`config.mk`:
```
export PLATFORM = sky130hd
export DESIGN_NAME = pattern_burst_gen
export DESIGN_NICKNAME = d
export VERILOG_FILES = /design/src/rtl/pattern_gen_pkg.sv /design/src/rtl/pattern_burst_next.sv /design/src/rtl/pattern_burst_gen.sv
export SDC_FILE = /design/constraint.sdc
export NUM_CORES = 1
export LEC_CHECK = 0
export ABC_CLOCK_PERIOD_IN_PS = 3300
export CORE_ASPECT_RATIO = 1.1
export CORE_MARGIN = 2
export CORE_UTILIZATION = 57
export DETAILED_ROUTE_END_ITERATION = 12
export PLACE_DENSITY = 0.8
export SLEW_MARGIN = 20
export SYNTH_ARGS = -nofsm -noshare
export SYNTH_HDL_FRONTEND = slang
export SYNTH_HIERARCHICAL = 1
export SYNTH_SLANG_ARGS = --single-unit
```
`constraint.sdc`:
```
create_clock -name clk_in -period 3.3 [get_ports clk_in]
set_input_delay 0.99 -clock clk_in [delete_from_list [all_inputs] [get_ports clk_in]]
set_output_delay 0.99 -clock clk_in [all_outputs]
set_load 0.005 [all_outputs]
```
`src/rtl/pattern_gen_pkg.sv`:
```
// Shared encodings and LFSR helpers for the pattern burst generator.
// Imported by pattern_burst_next and pattern_burst_gen.
package pattern_gen_pkg;

    localparam logic [1:0] MODE_CNT   = 2'd0;
    localparam logic [1:0] MODE_LFSR  = 2'd1;
    localparam logic [1:0] MODE_WALK  = 2'd2;
    localparam logic [1:0] MODE_CONST = 2'd3;

    typedef enum logic [1:0] {
        ST_IDLE = 2'd0,
        ST_LOAD = 2'd1,
        ST_RUN  = 2'd2
    } state_e;

    // Right-shift Galois masks for maximal-length polynomials.
    function automatic logic [63:0] lfsr_taps(input int width);
        logic [63:0] t;
        case (width)
            8:       t = 64'h0000_0000_0000_00B8;
            16:      t = 64'h0000_0000_0000_B400;
            32:      t = 64'h0000_0000_8020_0003;
            64:      t = 64'hD800_0000_0000_0000;
            default: t = 64'h0;
        endcase
        return t;
    endfunction

    // One Galois step; width-agnostic as long as taps fit the word.
    function automatic logic [63:0] lfsr_next(input logic [63:0] value,
                                              input logic [63:0] taps);
        return (value >> 1) ^ (value[0] ? taps : 64'h0);
    endfunction

endpackage

```
`src/rtl/pattern_burst_next.sv`:
```
// Combinational next-word logic: given the pattern mode and the
// word currently presented, produce the word that follows it.
module pattern_burst_next
    import pattern_gen_pkg::*;
#(
    parameter int DATA_W = 32
) (
    input  logic [1:0]        mode_i,
    input  logic [DATA_W-1:0] cur_i,
    output logic [DATA_W-1:0] nxt_o
);

    localparam logic [63:0] TAPS = lfsr_taps(DATA_W);

    // Select the successor word for the active pattern.
    always_comb begin
        nxt_o = cur_i;
        unique case (mode_i)
            MODE_CNT:   nxt_o = cur_i + DATA_W'(1);
            MODE_LFSR:  nxt_o = DATA_W'(lfsr_next(64'(cur_i), TAPS));
            MODE_WALK:  nxt_o = {cur_i[DATA_W-2:0], cur_i[DATA_W-1]};
            MODE_CONST: nxt_o = cur_i;
            default:    nxt_o = cur_i;
        endcase
    end

endmodule

```
`src/rtl/pattern_burst_gen.sv`:
```
// Triggered pattern burst source with a valid/ready output stream.
// Optional macro PATTERN_BURST_GEN_LAST_EN adds a last_out marker.
module pattern_burst_gen
    import pattern_gen_pkg::*;
#(
    parameter int          DATA_W    = 32,
    parameter int          LEN_W     = 16,
    parameter logic [63:0] LFSR_SEED = 64'd1
) (
    input  logic              clk_in,
    input  logic              rst_in,
    input  logic              trigger_in,
    input  logic [1:0]        mode_in,
    input  logic [LEN_W-1:0]  burst_len_in,
    input  logic [DATA_W-1:0] start_value_in,
    input  logic              ready_in,
    output logic [DATA_W-1:0] data_out,
    output logic              valid_out,
    output logic              busy_out,
`ifdef PATTERN_BURST_GEN_LAST_EN
    output logic              done_out,
    output logic              last_out
`else
    output logic              done_out
`endif
);

    localparam logic [DATA_W-1:0] SEED_T   = DATA_W'(LFSR_SEED);
    localparam logic [DATA_W-1:0] SEED_EFF =
        (SEED_T == '0) ? DATA_W'(1) : SEED_T;

    logic              trig_prev_q;
    logic              tick_q;
    state_e            state_q;
    logic [1:0]        mode_q;
    logic [LEN_W-1:0]  len_q;
    logic [DATA_W-1:0] start_q;
    logic [DATA_W-1:0] lfsr_q;
    logic [DATA_W-1:0] data_q;
    logic              valid_q;
    logic              busy_q;
    logic              done_q;
    logic [DATA_W-1:0] first_d;
    logic [DATA_W-1:0] word_d;
`ifdef PATTERN_BURST_GEN_LAST_EN
    logic              last_q;
`endif

    pattern_burst_next #(
        .DATA_W (DATA_W)
    ) u_next (
        .mode_i (mode_q),
        .cur_i  (data_q),
        .nxt_o  (word_d)
    );

    // Register the trigger and form a one-cycle rising-edge tick.
    always_ff @(posedge clk_in) begin
        if (rst_in) begin
            trig_prev_q <= 1'b0;
            tick_q      <= 1'b0;
        end else begin
            trig_prev_q <= trigger_in;
            tick_q      <= trigger_in & ~trig_prev_q;
        end
    end

    // First word of a burst for the latched mode.
    always_comb begin
        first_d = start_q;
        unique case (mode_q)
            MODE_CNT:   first_d = start_q;
            MODE_LFSR:  first_d = lfsr_q;
            MODE_WALK:  first_d = DATA_W'(1);
            MODE_CONST: first_d = start_q;
            default:    first_d = start_q;
        endcase
    end

    // Burst FSM with registered stream outputs and LFSR state.
    always_ff @(posedge clk_in) begin
        if (rst_in) begin
            state_q <= ST_IDLE;
            mode_q  <= MODE_CNT;
            len_q   <= '0;
            start_q <= '0;
            lfsr_q  <= SEED_EFF;
            data_q  <= '1;
            valid_q <= 1'b0;
            busy_q  <= 1'b0;
            done_q  <= 1'b0;
`ifdef PATTERN_BURST_GEN_LAST_EN
            last_q  <= 1'b0;
`endif
        end else begin
            done_q <= 1'b0;
            unique case (state_q)
                ST_IDLE: begin
                    if (tick_q) begin
                        mode_q  <= mode_in;
                        len_q   <= burst_len_in;
                        start_q <= start_value_in;
                        busy_q  <= 1'b1;
                        state_q <= ST_LOAD;
                    end
                end
                ST_LOAD: begin
                    if (len_q == '0) begin
                        done_q  <= 1'b1;
                        busy_q  <= 1'b0;
                        state_q <= ST_IDLE;
                    end else begin
                        data_q  <= first_d;
                        valid_q <= 1'b1;
`ifdef PATTERN_BURST_GEN_LAST_EN
                        last_q  <= (len_q == LEN_W'(1));
`endif
                        state_q <= ST_RUN;
                    end
                end
                ST_RUN: begin
                    if (valid_q && ready_in) begin
                        // LFSR advances with every beat so the next
                        // burst resumes where this one stopped.
                        if (mode_q == MODE_LFSR) begin
                            lfsr_q <= word_d;
                        end
                        if (len_q == LEN_W'(1)) begin
                            valid_q <= 1'b0;
                            done_q  <= 1'b1;
                            busy_q  <= 1'b0;
`ifdef PATTERN_BURST_GEN_LAST_EN
                            last_q  <= 1'b0;
`endif
                            state_q <= ST_IDLE;
                        end else begin
                            data_q <= word_d;
                            len_q  <= len_q - LEN_W'(1);
`ifdef PATTERN_BURST_GEN_LAST_EN
                            last_q <= (len_q == LEN_W'(2));
`endif
                        end
                    end
                end
                default: state_q <= ST_IDLE;
            endcase
        end
    end

    assign data_out  = data_q;
    assign valid_out = valid_q;
    assign busy_out  = busy_q;
    assign done_out  = done_q;
`ifdef PATTERN_BURST_GEN_LAST_EN
    assign last_out  = last_q;
`endif

endmodule
```
==> flow_summary.toml <==
[status]
outcome = "complete, no violations"

[run]
cap_violations = 0

[logic_synthesis]
async_reset_ff_frac = 0
synthMuxAreaShare = 0.0511
synth.most_common_cell = "nand2_1"
yosys.area.top_type_share = 0.327
ys.flop_type = "dfxtp_1"
yosysWarnings = 6
synth_area_leaders = "dfxtp_1 (33%), a21oi_1 (12%), nand2_1 (9.6%)"
synth_nets = 1029
synth_fa_ha_area_frac = 0.0152
synth-edff-count = 0
ys_types = 77
ys_top_cells_by_count = "nand2_1 (190), a21oi_1 (172), dfxtp_1 (121), clkbuf_1 (54), nor3_1 (42)"
synthSimpleGateAreaFrac = 0.281
synth_top_family_by_area = "simple AND/OR/NAND/NOR gates"
ys_seq_area_frac = 0.327
synth_compound_area_frac = 0.238
synthesis.instances = 966
avgSynthCellArea_um2 = 7.68
synth_top_area_cell = "dfxtp_1"
synthesis.area_um2 = 7420
synth-xor-area-share = 0.0165
synth_seq_cells = 121

[clock_tree]
cts_htree_levels = 4
cts.sinks = 121
post-cts-setup-buffers = 0
cts_tree = "yes"
worstSkewPairLatency_ns = 0.43
numCtsBuffers = 17
holdBufCountCts = 0
cts_resized = 0
clockRootBuffer = "clkbuf_16"
clk_path_buf_depth = 2
clk_pin_slew_worst_paths_ns = 0.06

[place]
dp_slack_ns = 0.287
io_buffers = 88
place_congestion = 0.905
place_hpwl_um = 13700

[power]
p_sw_mw = 1.50
leakagePower_nw = 3.12
power_density_nw_per_um2 = 536
p_int_mw = 3.27
ir_drop_mv = 0.500
swShare = 0.314
clockPowerShare = 0.410
p_comb_frac = 0.243
p_seq_frac = 0.347

[global_route]
use_met3 = 0.0569
grtUsageTotal = 0.309
antenna_found_initial = 0
grt_pass1_wl_um = 34200
grt-ovfl-total = 0
grt_pass1_vias = 6913
grt_start_max_net_pins = 60
use_met1 = 0.364
grt_use_met2 = 0.535
top_usage_layer = "met2"

[setup_path]
worstSetupPathType = "reg -> reg"
cp_max_fo = 10
cp_slowest_cell = "nor4_4"
cpPeakStageDelay_ns = 0.58
path_cells = "nand4_2 > nor4_4 > nand3_1 > xnor2_1 > mux4_2 > a21oi_1 > nor3_1 > a211o_1"
worstSetupStartpointType = "flip-flop"
cp_data_required_time_ns = 3.62
end_kind = "flip-flop"
cp.arrival_ns = 3.16

[cells_and_area]
drive_gt1_frac = 0.0942
nNetsFinal = 1080
multi_input_area_um2 = 4490
fillCellCount = 1056
antenna_cells = 0
syn2layout_area_growth_pct = 19.8
register_area_um2 = 2420

[route]
drt_wl_total_um = 21300
ant_nets = 0
remaining_drc_errors = 0
post_drt_wl_per_cell_um = 18.0
drt-initial-drc-count = 797
vias = 7487
dr.pass1.iters = 6
vias_per_cell = 6.31

[floorplanning]
die_w_um = 113
die_height_um = 124
boundaryPins = 89
die-area_um2 = 13900
core-area_um2 = 12600
num_rows = 43
start_util = 0.587

[timing]
clock.fmax_ghz = 0.352
tightest_slew_ns = 0.984
finalCritPeriodShare = 0.861
finalSetupViolations = 0
tns_ns = 0
slew_headroom = 0.344
slew_viol_final = 0
timing.hold.ws_ns = 0.391
hold_viol = 0
fin_ws_ns = 0.459
rsz0062_at_grt = "false"
fin_crit_ns = 2.84
finalClockSkew_ns = 0.00892

[worst_hold_path]
hold_path_class = "reg -> reg"
## critical path: cells and delay by family, from the launching register on
kind / cells / cell delay (ns)
multiplexers: 1 / 0.50
AND/OR/NAND/NOR: 4 / 1.09
flip-flops: 1 / 0.56
AO/OA/AOI/OAI: 2 / 0.42
XOR/XNOR: 1 / 0.16
## registers in the layout, summed over array words and instances, names as in the netlist
name,count
lfsr_q,32
busy_out,1
state_q,2
done_out,1
len_q,16
start_q,32
valid_out,1
trig_prev_q,1
mode_q,2
tick_q,1
data_out,32
## final timing paths
kind	slack, ns	endpoint	startpoint	cells past startpoint
worst max register to register	0.46	data_out[27]	data_out[2]	8
worst min-delay path	0.39	tick_q	trig_prev_q	1
worst max-delay path	0.46	data_out[27]	data_out[2]	8
worst min register to register	0.39	tick_q	trig_prev_q	1
## layout make-up
cell class                 count  area share
clock buffer                  17      0.0479
clock inverter                15      0.0214
inverter                      17     0.00718
multi-input combinational    747       0.505
sequential                   121       0.273
tap                          157      0.0221
timing repair buffer         113       0.124
## power by group through the flow
stage               clock network, mW  logic (mW)  registers [mW]
floorplan                           0       0.805            1.64
global placement                    0        1.12            1.68
detailed placement                  0        1.13            1.68
CTS                              1.97        1.14            1.65
global route                     2.03        1.25            1.66
finish                           1.96        1.16            1.65
## metal layers
layer  part of all wire  up-vias
met5                  0        -
met4              0.048        0
met3              0.062       79
met2               0.50      331
met1               0.39     3524
li1                   -     3553
## metrics by stage
stage | cell area [um^2] | utilization | total power, mW | std cells
3_5_place_dp | 8270 | 0.654 | 2.81 | 1155
5_1_grt | 8890 | 0.703 | 4.95 | 1187
2_1_floorplan | 7420 | - | 2.45 | 966
3_3_place_gp | 8270 | 0.654 | 2.79 | 1155
4_1_cts | 8890 | 0.703 | 4.76 | 1187
6_report | 8890 | 0.703 | 4.77 | 1187
## kinds of logic after synthesis
family	count (synthesis)
multiplexers	23
AO/OA/AOI/OAI	293
buffers and inverters	98
XOR/XNOR	14
adder cells (fa/ha/maj)	9
flip-flops	121
AND/OR/NAND/NOR	408
## cell usage in the layout (no fill, tap or decap), types with 7 or more instances in the layout
cell type        count
nand2_1            190
a21oi_1            170
dfxtp_1            120
clkdlybuf4s50_1     87
nor3_1              42
nor2_1              37
nand3b_1            34
a211o_1             31
buf_4               23
o21ai_0             19
nand2b_1            19
inv_1               17
clkbuf_16           17
nand3_1             15
nor2b_1             11
nand4_1             11
xnor2_1             10
mux4_2              10
mux2i_1              9
ha_1                 8
a31oi_1              7
a211oi_1             7
o22ai_1              7
(Power assumes the default switching activity.)
